**src/rtl/sdram_line_fetcher.sv**
```systemverilog
// sdram_line_fetcher
//   Fetches one video scanline from the SDRAM arbiter's video port for each
//   accepted line_start pulse. The line is read as back-to-back bursts of
//   BURST_LEN words over the rd/rdy/ack handshake, and every returned word is
//   written into a line-buffer write port.
//
// Ports
//   clk_i, rst_ni        system clock, synchronous active-low reset
//   line_start_i         pulse: begin fetching a line (accepted only when idle)
//   line_base_i[23:0]    x16 word address of the first word, sampled on accept
//   busy_o               fetch in progress
//   done_o               one-cycle pulse after the last buffer write
//   overrun_o            sticky: line_start_i seen while busy (reset clears)
//   sdram_rd_o           burst request, held for the whole burst
//   sdram_addr_x16_o     burst start address, stable for the whole burst
//   sdram_ack_o          one-cycle burst acknowledge
//   sdram_rdy_i          one valid data word per high cycle
//   sdram_rdata_i[15:0]  returned data word
//   buf_we_o             line-buffer write enable
//   buf_waddr_o          line-buffer word index, 0..LINE_WORDS-1
//   buf_wdata_o[15:0]    line-buffer write data
module sdram_line_fetcher #(
  parameter int LINE_WORDS = 320,
  parameter int BURST_LEN  = 8,
  parameter int BUF_AW     = 9
) (
  input  logic              clk_i,
  input  logic              rst_ni,
  input  logic              line_start_i,
  input  logic [23:0]       line_base_i,
  output logic              busy_o,
  output logic              done_o,
  output logic              overrun_o,
  output logic              sdram_rd_o,
  output logic [23:0]       sdram_addr_x16_o,
  output logic              sdram_ack_o,
  input  logic              sdram_rdy_i,
  input  logic [15:0]       sdram_rdata_i,
  output logic              buf_we_o,
  output logic [BUF_AW-1:0] buf_waddr_o,
  output logic [15:0]       buf_wdata_o
);

  // One extra index bit so the counter can hold LINE_WORDS itself.
  localparam int IW = BUF_AW + 1;
  localparam int BW = $clog2(BURST_LEN);

  localparam logic [1:0] IDLE = 2'd0;
  localparam logic [1:0] REQ  = 2'd1;
  localparam logic [1:0] ACK  = 2'd2;

  localparam logic [IW-1:0] LINE_END  = IW'(LINE_WORDS);
  localparam logic [BW-1:0] LAST_BEAT = BW'(BURST_LEN - 1);
  localparam logic [23:0]   ADDR_STEP = 24'(BURST_LEN);

  if ((LINE_WORDS <= 0) || ((LINE_WORDS % BURST_LEN) != 0)) begin : g_chk_line
    $error("sdram_line_fetcher: LINE_WORDS must be a positive multiple of BURST_LEN");
  end
  if ((BURST_LEN < 2) || (BURST_LEN > 64) || ((BURST_LEN & (BURST_LEN - 1)) != 0)) begin : g_chk_burst
    $error("sdram_line_fetcher: BURST_LEN must be a power of two in 2..64");
  end
  if ((1 << BUF_AW) < LINE_WORDS) begin : g_chk_aw
    $error("sdram_line_fetcher: 2**BUF_AW must be >= LINE_WORDS");
  end

  logic [1:0]        state;
  logic [IW-1:0]     idx;
  logic [BW-1:0]     beat;
  logic              rd;
  logic              ack;
  logic [23:0]       addr;
  logic              we;
  logic [BUF_AW-1:0] waddr;
  logic [15:0]       wdata;
  logic              done;
  logic              overrun;

  always_ff @(posedge clk_i) begin
    if (!rst_ni) begin
      state   <= IDLE;
      idx     <= '0;
      beat    <= '0;
      rd      <= 1'b0;
      ack     <= 1'b0;
      addr    <= '0;
      we      <= 1'b0;
      waddr   <= '0;
      wdata   <= '0;
      done    <= 1'b0;
      overrun <= 1'b0;
    end else begin
      we   <= 1'b0;
      done <= 1'b0;

      if (line_start_i && (state != IDLE)) begin
        overrun <= 1'b1;
      end

      case (state)
        IDLE: begin
          if (line_start_i) begin
            state <= REQ;
            rd    <= 1'b1;
            addr  <= line_base_i;
            idx   <= '0;
            beat  <= '0;
          end
        end

        REQ: begin
          if (sdram_rdy_i) begin
            we    <= 1'b1;
            waddr <= idx[BUF_AW-1:0];
            wdata <= sdram_rdata_i;
            idx   <= idx + IW'(1);
            beat  <= beat + BW'(1);
            // Drop rd on the same edge that raises ack so they never overlap.
            if (beat == LAST_BEAT) begin
              state <= ACK;
              rd    <= 1'b0;
              ack   <= 1'b1;
            end
          end
        end

        ACK: begin
          ack <= 1'b0;
          if (idx < LINE_END) begin
            state <= REQ;
            rd    <= 1'b1;
            addr  <= addr + ADDR_STEP;
            beat  <= '0;
          end else begin
            state <= IDLE;
            done  <= 1'b1;
          end
        end

        default: begin
          state <= IDLE;
          rd    <= 1'b0;
          ack   <= 1'b0;
        end
      endcase
    end
  end

  assign busy_o           = (state != IDLE);
  assign done_o           = done;
  assign overrun_o        = overrun;
  assign sdram_rd_o       = rd;
  assign sdram_addr_x16_o = addr;
  assign sdram_ack_o      = ack;
  assign buf_we_o         = we;
  assign buf_waddr_o      = waddr;
  assign buf_wdata_o      = wdata;

endmodule

```
**config.mk**
```make
export PLATFORM = sky130hd
export DESIGN_NAME = sdram_line_fetcher
export DESIGN_NICKNAME = d
export VERILOG_FILES = /design/src/rtl/sdram_line_fetcher.sv
export SDC_FILE = /design/constraint.sdc
export NUM_CORES = 1
export LEC_CHECK = 0
export CAP_MARGIN = 20
export CORE_MARGIN = 5
export CORE_UTILIZATION = 55
export DETAILED_ROUTE_END_ITERATION = 12
export DONT_BUFFER_PORTS = 1
export PLACE_DENSITY_LB_ADDON = 0.2
export SYNTH_ARGS = -nofsm -noshare
export SYNTH_HDL_FRONTEND = slang
export SYNTH_SLANG_ARGS = --single-unit
export TNS_END_PERCENT = 20
```
**constraint.sdc**
```tcl
create_clock -name clk_i -period 1.9 [get_ports clk_i]
set_input_delay 0.57 -clock clk_i [delete_from_list [all_inputs] [get_ports clk_i]]
set_output_delay 0.57 -clock clk_i [all_outputs]
set_load 0.02 [all_outputs]
```
Word-level counts from Yosys, hierarchy flattened
Cells that the tools add are included.

storage, ports and cells
  output and inout bits = 55
  bits in registers = 69
  input bits = 44
  logic and storage cells = 63

operators by class
  magnitude comparators = 1
  add/sub/neg operators = 3
  multiplexer cells = 25
  equality and inequality tests = 7
  reduce and logical (&&, ||, !) cells = 15
  bitwise operators = 1

operator list
  operator                                                     number
  2-to-1 mux 24 bit                                            2
  one-hot mux 24 bit (2 select lines)                          1
  adder 24 x 4 -> 24 bit, second input constant                1
  2-to-1 mux 10 bit                                            2
  one-hot mux 10 bit (2 select lines)                          1
  AND reduction 3 bit                                          4
  adder 10 x 1 -> 10 bit, second input constant                1
  less-than comparator 10 x 9 -> 1 bit, second input constant  1
  2-to-1 mux 1 bit                                             9
  2-to-1 mux 3 bit                                             3
  one-hot mux 3 bit (3 select lines)                           1
  inequality test 2 bit, second input constant                 4
  AND reduction 4 bit                                          2
  2-to-1 mux 2 bit                                             3
  one-hot mux 2 bit (3 select lines)                           1
  AND reduction 2 bit                                          3
  nonzero test 2 bit                                           3
  adder 3 x 1 -> 3 bit, second input constant                  1
  == test 3 bit, second input constant                         1
  one-hot mux 1 bit (3 select lines)                           1
  nonzero test 3 bit                                           1
  == test 2 x 1 -> 1 bit, second input constant                1
  == test 2 bit, second input constant                         1
  zero test 2 bit                                              1
  3 further kinds                                              3

Logic depth before layout (Yosys ltp)
Gate-level depths: netlist of run 1.

  word-level depth = 4
  mapped depth = 7
  mapped depth without buffers = 6

Worst setup path after synthesis of run 1
No wires, ideal clock.

  path kind = reg-to-reg
  start point = reg addr[3], in the netlist sdram_addr_x16_o[3]
  end point = reg addr[19], in the netlist sdram_addr_x16_o[19]
  arrival time = 1870 ps
  clock period less this slack = 1987 ps
  setup slack = -87 ps
  cell stages (with the launch flop) = 7
  path buffers = 0
  cells stage by stage = dfxtp_1 > ha_1 > nand4_1 > or4_4 > o21ai_2 > nand2_1 > a32o_1

between the ends
  word-level cells in the longest chain between the ends = 3

RTL lines
  item                                 line  RTL
  start: declaration                   71    logic [23:0] addr;
  start signal: assignment             104   addr <= line_base_i;
  start signal: assignment             131   addr <= addr + ADDR_STEP;
  adder 24 x 4 -> 24 bit               131
  2-to-1 mux 24 bit                    128   if (idx < LINE_END) begin
  one-hot mux 24 bit (2 select lines)  99    case (state)

Every way passes these cells. The select of a mux whose other input is x is not followed.
A chain may end at the register's enable or synchronous reset.

Worst setup path after layout of run 1
  start point = reg state[1]
  end point = out busy_o

between the ends
  word-level cells in the longest chain between the ends = 1

RTL lines
  item                      line  RTL
  start: declaration        66    logic [1:0] state;
  start signal: assignment  80    state <= IDLE;
  start signal: assignment  102   state <= REQ;
  start signal: assignment  119   state <= ACK;
  nonzero test 2 bit        148   assign busy_o = (state != IDLE);
  end: declaration          31    output logic busy_o,

Every way passes these cells.

==> impl_table.tex, run 1 <==
\begin{tabular}{lr}
\hline
Metric & Value \\
\hline
\multicolumn{2}{l}{\textbf{Yosys}} \\
Post-Synthesis Cells & 405 \\
Post-synthesis average cell area & 8.17 um2 \\
EDFF count, synth & 0 \\
Syn Nets & 453 \\
Compound-gate portion of the synthesized area & 22.9\% \\
Largest family of logic cells by synthesized area & simple AND/OR/NAND/NOR gates \\
Post-synth design cell area & 3310 um2 \\
Area share of xor/xnor cells in the synthesized design & 1.32\% \\
Sequential element share of the synthesized area & 41.8\% \\
Simple-gate portion of the synthesized area & 27.7\% \\
Number of warning messages in the yosys log & 0 \\
Share of synthesized registers carrying an async set or reset & 0\% \\
Share of synthesized area spent on multiplexers & 0.303\% \\
Post-Synth Adder-Cell Area & 1.51\% \\
Number of flip-flops and latches in the synthesized netlist & 69 \\
Most common flop cell mapped by yosys & dfxtp\_1 \\
Number of different library cells in the post-synthesis netlist & 60 \\
\multicolumn{2}{l}{\textbf{Setup path}} \\
Category of the worst setup path launch point & flop \\
Type of destination of the critical path & primary output \\
Required time worst endpoint & 1.33 ns \\
Arr. time, crit path & 1.24 ns \\
Critical-path maximum fanout & 8 \\
Kind of critical path & flop to primary output \\
\multicolumn{2}{l}{\textbf{Timing}} \\
Final setup violating endpoints & 0 \\
Clock period minus worst slack & 1.81 ns \\
TNS Setup & 0 ns \\
Maximum operating frequency & 0.552 GHz \\
Pins Over Slew Limit & 0 \\
Slew of the pin with the lowest slew margin & 0.511 ns \\
Final hold vios & 0 \\
Fin crit share & 95.3\% \\
Layout Skew & 0.00702 ns \\
RSZ-0062 raised after global routing & no \\
Worst slew margin relative to its limit & 65.7\% \\
\multicolumn{2}{l}{\textbf{CTS}} \\
Clock insertion delay at the later pin of the skew report & 0.35 ns \\
Number of clock sinks & 69 \\
Post-CTS Setup Inserts & 0 \\
Clock tree from TritonCTS & done \\
CTS H-Tree Depth & 3 \\
Root buffer cell & clkbuf\_8 \\
Hold buffer count at cts & 0 \\
Clock Pin Slew Worst Setup and Hold Paths & 0.08 ns \\
Buffers from clock root to sink, at most & 2 \\
Number of buffers created by CTS & 9 \\
\multicolumn{2}{l}{\textbf{Status}} \\
Status & finished clean \\
\multicolumn{2}{l}{\textbf{Cells and area}} \\
Commonest non-fill, non-tap cells in the layout & nand2\_1, dfxtp\_1, buf\_4, a21boi\_0, a21oi\_1 \\
Sequential standard cell area & 1380 um2 \\
Post-layout utilization of the core & 65.2\% \\
Area growth, synth to finish & 16.0\% \\
Fill cell total of the finished layout & 508 \\
Most common library cell in the layout ignoring fill and taps & nand2\_1 \\
\# nets final & 476 \\
Number of cells in the finished layout apart from fillers & 508 \\
Ratio of cells with drive above 1 in the final layout & 16.2\% \\
Area of combinational cells with multiple inputs & 1780 um2 \\
Final antenna diode count & 0 \\
\multicolumn{2}{l}{\textbf{Routing}} \\
Via Count & 2961 \\
Met2 Wirelength & 3840 um \\
ANT nets after route & 0 \\
Drc violations & 0 \\
Top Layer Used & met4 \\
DRC violation total after the first TritonRoute iteration & 139 \\
Met3 wirelength from detailed routing & 554 um \\
Total wire length & 8170 um \\
Routed length on met1 & 3620 um \\
Number of iterations in the first detailed-routing pass & 4 \\
Routed length per instance & 16.1 um \\
DR vias/cell & 5.83 \\
\multicolumn{2}{l}{\textbf{Die}} \\
I/O pin total & 99 \\
Core area & 5890 um2 \\
Floorplan row count & 28 \\
Die boundary height & 87.5 um \\
Die width & 87.5 um \\
Initial cell density of the core & 56.2\% \\
DIE AREA & 7660 um2 \\
\multicolumn{2}{l}{\textbf{Power and ir drop}} \\
Ratio of total power to cell area & 867 nW/um2 \\
Worst IR Drop VDD & 0.000786 V \\
Leakage power figure & 0.00140 uW \\
\multicolumn{2}{l}{\textbf{Worst hold path}} \\
Hold Path Class & input pin to flop \\
\multicolumn{2}{l}{\textbf{Global routing}} \\
Number of global-route vias before repair & 2717 \\
Total overflow reported by the global router & 0 \\
Pin count of the biggest net entering global routing & 68 \\
Number of antenna violations at the first check in global routing & 0 \\
First-pass GRT wire length & 13200 um \\
Total routing resource utilization after global routing & 21.5\% \\
\multicolumn{2}{l}{\textbf{Placement}} \\
RD Place Congestion & 0.806 \\
Buffers on Ports & 0 \\
HPWL Detailed & 5750 um \\
Placed Cells & 492 \\
\multicolumn{2}{l}{\textbf{Job}} \\
Number of violations of the max-capacitance limit & 0 \\
\hline
\end{tabular}
## worst max-delay path: stages, from the launching register on
cell and delay [ns]:
dfxtp_1 0.35, buf_4 0.17, or2_2 0.37
## sequential cells by signal (all words and copies together), names as in the netlist
signal / count
sdram_addr_x16_o: 24
sdram_ack_o: 1
idx: 10
beat: 3
buf_waddr_o: 9
overrun_o: 1
sdram_rd_o: 1
buf_we_o: 1
done_o: 1
buf_wdata_o: 16
state: 2
## Yosys cell counts, drive strengths merged, types with 2 or more instances
cell type,number,area (um2)
or3,5,31.3
o21ai,17,88.8
a211oi,2,25.0
o41ai,2,17.5
a21boi,35,263
nor3,9,50.1
o22ai,2,12.5
nand3,12,70.1
nor4,6,43.8
a21o,3,22.5
inv,7,26.3
nand2,93,349
o2111ai,2,17.5
nand2b,2,12.5
dfxtp,69,1380
a31oi,3,18.8
buf,15,83.8
and4,2,17.5
o21a,2,15.0
a21oi,23,115
a32o,3,30.0
and2,5,31.3
nor3b,2,20.0
and3,2,12.5
o211ai,2,15.0
nand4,11,75.1
ha,4,50.1
clkbuf,10,37.5
nand3b,3,22.5
xor2,4,35.0
nor2b,8,50.1
or4,3,26.3
o31ai,4,30.0
nor2,18,70.1
o221a,3,33.8
## layer usage
metal / global-route usage [%] / vias to the layer above
met4: 9.90 / 0
met5: 0 / -
met2: 34.7 / 76
met3: 5.46 / 16
li1: - / 1485
met1: 27.0 / 1384
## timing repair
action                                 in CTS  in global routing
gates resized for setup                     0                  1
endpoints found under the hold margin       0                  0
setup endpoints to repair                   0                  1
## final cells by class
class	instances	share of cell area [%]
clock buffer	11	3.95
clock inverter	5	2.12
tap	75	2.45
timing repair buffer	37	8.22
inverter	7	0.685
sequential	69	36.1
multi-input combinational	304	46.5
## path summary, 6_finish.rpt
check             slack (ns)                start  depth (start not counted)                   end
setup / recovery        0.09             state[1]                          2                busy_o
hold / removal          0.34               rst_ni                          1  sdram_addr_x16_o[10]
setup reg to reg        0.17  sdram_addr_x16_o[3]                          7  sdram_addr_x16_o[17]
hold reg to reg         0.46              beat[1]                          2               beat[1]
## cells by family after synthesis
| kind of cell | Yosys count |
|---|---|
| AO/OA/AOI/OAI | 109 |
| AND/OR/NAND/NOR | 185 |
| XOR/XNOR | 5 |
| adder cells (fa/ha/maj) | 4 |
| buffers and inverters | 32 |
| flip-flops | 69 |
| multiplexers | 1 |
## power by group
group | total [uW] | switching [uW] | internal (uW)
Clock | 1410 | 592 | 813
Sequential | 1590 | 85.5 | 1510
Combinational | 330 | 187 | 142
Total | 3330 | 865 | 2460
## metrics by stage
step           area (um2)  setup slack, ns  total power [uW]  hold WS (ns)
2_1_floorplan        3310           0.0424              1860         0.434
3_3_place_gp         3600            0.182              1950         0.444
3_5_place_dp         3600            0.145              1960         0.450
4_1_cts              3830           0.0774              3340         0.331
5_1_grt              3840          0.00795              3450         0.343
6_report             3840           0.0886              3330         0.339
No activity file was read; power rests on OpenSTA's default activity.
==> run 2, diff against run 1 <==
--- a/config.mk
+++ b/config.mk
@@ -8,6 +8,7 @@
 export CAP_MARGIN = 20
 export CORE_MARGIN = 5
 export CORE_UTILIZATION = 55
+export CTS_BUF_LIST = sky130_fd_sc_hd__clkbuf_2
 export DETAILED_ROUTE_END_ITERATION = 12
 export DONT_BUFFER_PORTS = 1
 export PLACE_DENSITY_LB_ADDON = 0.2
==> run 2 against run 1 <==
Compared with the run above: clock-buffer cell count shrank 2; highest routed layer unchanged; maximum frequency grew 2.0%; critical path type unchanged; worst setup slack gained 0.035 ns; via count grew 0.17%; non-clock buffer count shrank 1; largest power group unchanged; critical path depth shrank 1; wire length shrank 0.72%; largest cell class unchanged.
==> impl_table.tex, run 2 (synthesis results as in run 1) <==
\begin{tabular}{lr}
\hline
Metric & Value \\
\hline
\multicolumn{2}{l}{\textbf{Setup path}} \\
Category of the worst setup path launch point & flop \\
Maximum single-stage delay on the critical path & 0.42 ns (+0.05 ns) \\
Required time worst endpoint & 1.33 ns (about the same) \\
Kind of critical path & flop to primary output \\
Top cell family by delay on the critical path & flip-flops \\
Worst path cell trace & or2\_4 \\
Crit path buf inv count & 0 (-1) \\
Cell type of the slowest stage on the worst timing path & dfxtp\_2 \\
Arr. time, crit path & 1.21 ns (-0.03 ns) \\
Critical-path maximum fanout & 12 (+4) \\
Type of destination of the critical path & primary output \\
\multicolumn{2}{l}{\textbf{CTS}} \\
Number of buffers created by CTS & 9 (unchanged) \\
CTS H-Tree Depth & 3 (unchanged) \\
Buffers from clock root to sink, at most & 2 (unchanged) \\
Root buffer cell & clkbuf\_2 \\
Number of clock sinks & 69 (unchanged) \\
Clock tree from TritonCTS & done \\
Clock insertion delay at the later pin of the skew report & 0.49 ns (+0.14 ns) \\
Clock Pin Slew Worst Setup and Hold Paths & 0.20 ns (+0.12 ns) \\
\multicolumn{2}{l}{\textbf{Timing}} \\
Final setup violating endpoints & 0 (unchanged) \\
Maximum operating frequency & 0.563 GHz (+2.0\%) \\
Clock period minus worst slack & 1.78 ns (-0.0352 ns) \\
Worst hold slack after final layout & 0.174 ns (-0.165 ns) \\
Worst slew margin relative to its limit & 66.7\% (+0.96 points) \\
TNS Setup & 0 ns (unchanged) \\
Layout Skew & 0.0219 ns (+0.0149 ns) \\
Final hold vios & 0 (unchanged) \\
Fin crit share & 93.5\% (-1.9 points) \\
Slew of the pin with the lowest slew margin & 0.496 ns (-0.0143 ns) \\
RSZ-0062 raised after global routing & yes \\
Pins Over Slew Limit & 0 (unchanged) \\
\multicolumn{2}{l}{\textbf{Die}} \\
Floorplan row count & 28 (unchanged) \\
Die boundary height & 87.5 um (unchanged) \\
Core area & 5890 um2 (unchanged) \\
DIE AREA & 7660 um2 (unchanged) \\
Initial cell density of the core & 56.2\% (unchanged) \\
I/O pin total & 99 (unchanged) \\
Die width & 87.5 um (unchanged) \\
\multicolumn{2}{l}{\textbf{Global routing}} \\
Number of global-route vias before repair & 2748 (+1.1\%) \\
Total overflow reported by the global router & 0 (unchanged) \\
Pin count of the biggest net entering global routing & 68 (unchanged) \\
Number of antenna violations at the first check in global routing & 0 (unchanged) \\
Total routing resource utilization after global routing & 21.6\% (+0.11 points) \\
First-pass GRT wire length & 13200 um (+0.74\%) \\
\multicolumn{2}{l}{\textbf{Status}} \\
Status & finished clean \\
\multicolumn{2}{l}{\textbf{Cells and area}} \\
Area of combinational cells with multiple inputs & 1790 um2 (+0.14\%) \\
Ratio of cells with drive above 1 in the final layout & 16.0\% (-0.19 points) \\
Sequential standard cell area & 1390 um2 (+0.36\%) \\
Fill cell total of the finished layout & 520 (+2.4\%) \\
Layout Cell Area excl Fill & 3740 um2 (-2.6\%) \\
Post-layout utilization of the core & 63.5\% (-1.7 points) \\
Commonest non-fill, non-tap cells in the layout & nand2\_1, dfxtp\_1, buf\_4, a21boi\_0, a21oi\_1 \\
Final antenna diode count & 0 (unchanged) \\
Area growth, synth to finish & 13.0\% \\
\# nets final & 475 (-0.21\%) \\
Most common library cell in the layout ignoring fill and taps & nand2\_1 \\
Max reg flops & 24 (unchanged) \\
\multicolumn{2}{l}{\textbf{Placement}} \\
Placed cell area & 3600 um2 (unchanged) \\
Buffers on Ports & 0 (unchanged) \\
HPWL Detailed & 5750 um (unchanged) \\
RD Place Congestion & 0.806 (unchanged) \\
\multicolumn{2}{l}{\textbf{Routing}} \\
ANT nets after route & 0 (unchanged) \\
Via Count & 2966 (+0.17\%) \\
Total wire length & 8110 um (-0.72\%) \\
Drc violations & 0 (unchanged) \\
Met2 Wirelength & 3850 um (+0.47\%) \\
Met3 wirelength from detailed routing & 551 um (-0.54\%) \\
Number of iterations in the first detailed-routing pass & 4 (unchanged) \\
Routed length on met1 & 3550 um (-2.1\%) \\
DR vias/cell & 5.85 (+0.37\%) \\
Top Layer Used & met4 \\
DRC violation total after the first TritonRoute iteration & 167 (+20\%) \\
Routed length per instance & 16.0 um (-0.53\%) \\
\multicolumn{2}{l}{\textbf{Power and ir drop}} \\
Pwr Total & 2890 uW (-13\%) \\
Ratio of total power to cell area & 774 nW/um2 (-11\%) \\
Worst IR Drop VDD & 0.000569 V (-28\%) \\
Leakage power figure & 0.00135 uW (-3.1\%) \\
\multicolumn{2}{l}{\textbf{Job}} \\
Number of violations of the max-capacitance limit & 0 (unchanged) \\
\multicolumn{2}{l}{\textbf{Worst hold path}} \\
Hold Path Class & input pin to flop \\
\hline
\end{tabular}
==> run 2: changes by cell type in the layout (fill, tap and decap cells not counted) <==
cell / delta
buf_4: -1
clkbuf_2: +9
clkbuf_8: -11
clkinv_1: +2
dfxtp_1: -2
dfxtp_2: +1
dfxtp_4: +1
or2_2: -1
or2_4: +1
==> run 2: cell type report <==
cell class,instances,share of cell area [%]
multi-input cells,304,47.8
flip-flops and latches,69,37.2
repair buffers,36,8.24
well taps,75,2.51
clock inverters,7,2.38
clock buffers,9,1.21
inverters,7,0.703
==> run 2: repair_timing <==
action	4_1_cts	5_1_grt
buffers inserted	1	0
resized for setup	3	2
hold buffers	0	0
pin swaps	0	2
setup endpoints to repair	1	2
==> run 2: worst paths after layout <==
kind | start | end | slack (ns) | cells past startpoint
min reg2reg | beat[1] | beat[1] | 0.47 | 2
max reg2reg | sdram_addr_x16_o[5] | sdram_addr_x16_o[22] | 0.15 | 7
min | rst_ni | sdram_addr_x16_o[10] | 0.17 | 1
max | state[0] | busy_o | 0.12 | 1
==> run 2: through the flow <==
stage	instances	setup WS (ns)
after global placement	492	0.182
final	507	0.124
after floorplan	405	0.0424
after detailed placement	492	0.145
after CTS	509	0.00206
after global routing	507	-0.0162
==> run 2: power by group <==
group	internal, uW	switching [uW]	total, uW
logic	141	183	324
clock network	429	541	970
registers	1510	90.2	1600
==> run 2: metal layers <==
layer | vias to the layer above | GRT usage, %
li1 | 1493 | -
met1 | 1371 | 26.9
met2 | 86 | 35.2
met3 | 16 | 5.64
met4 | 0 | 9.48
met5 | - | 0
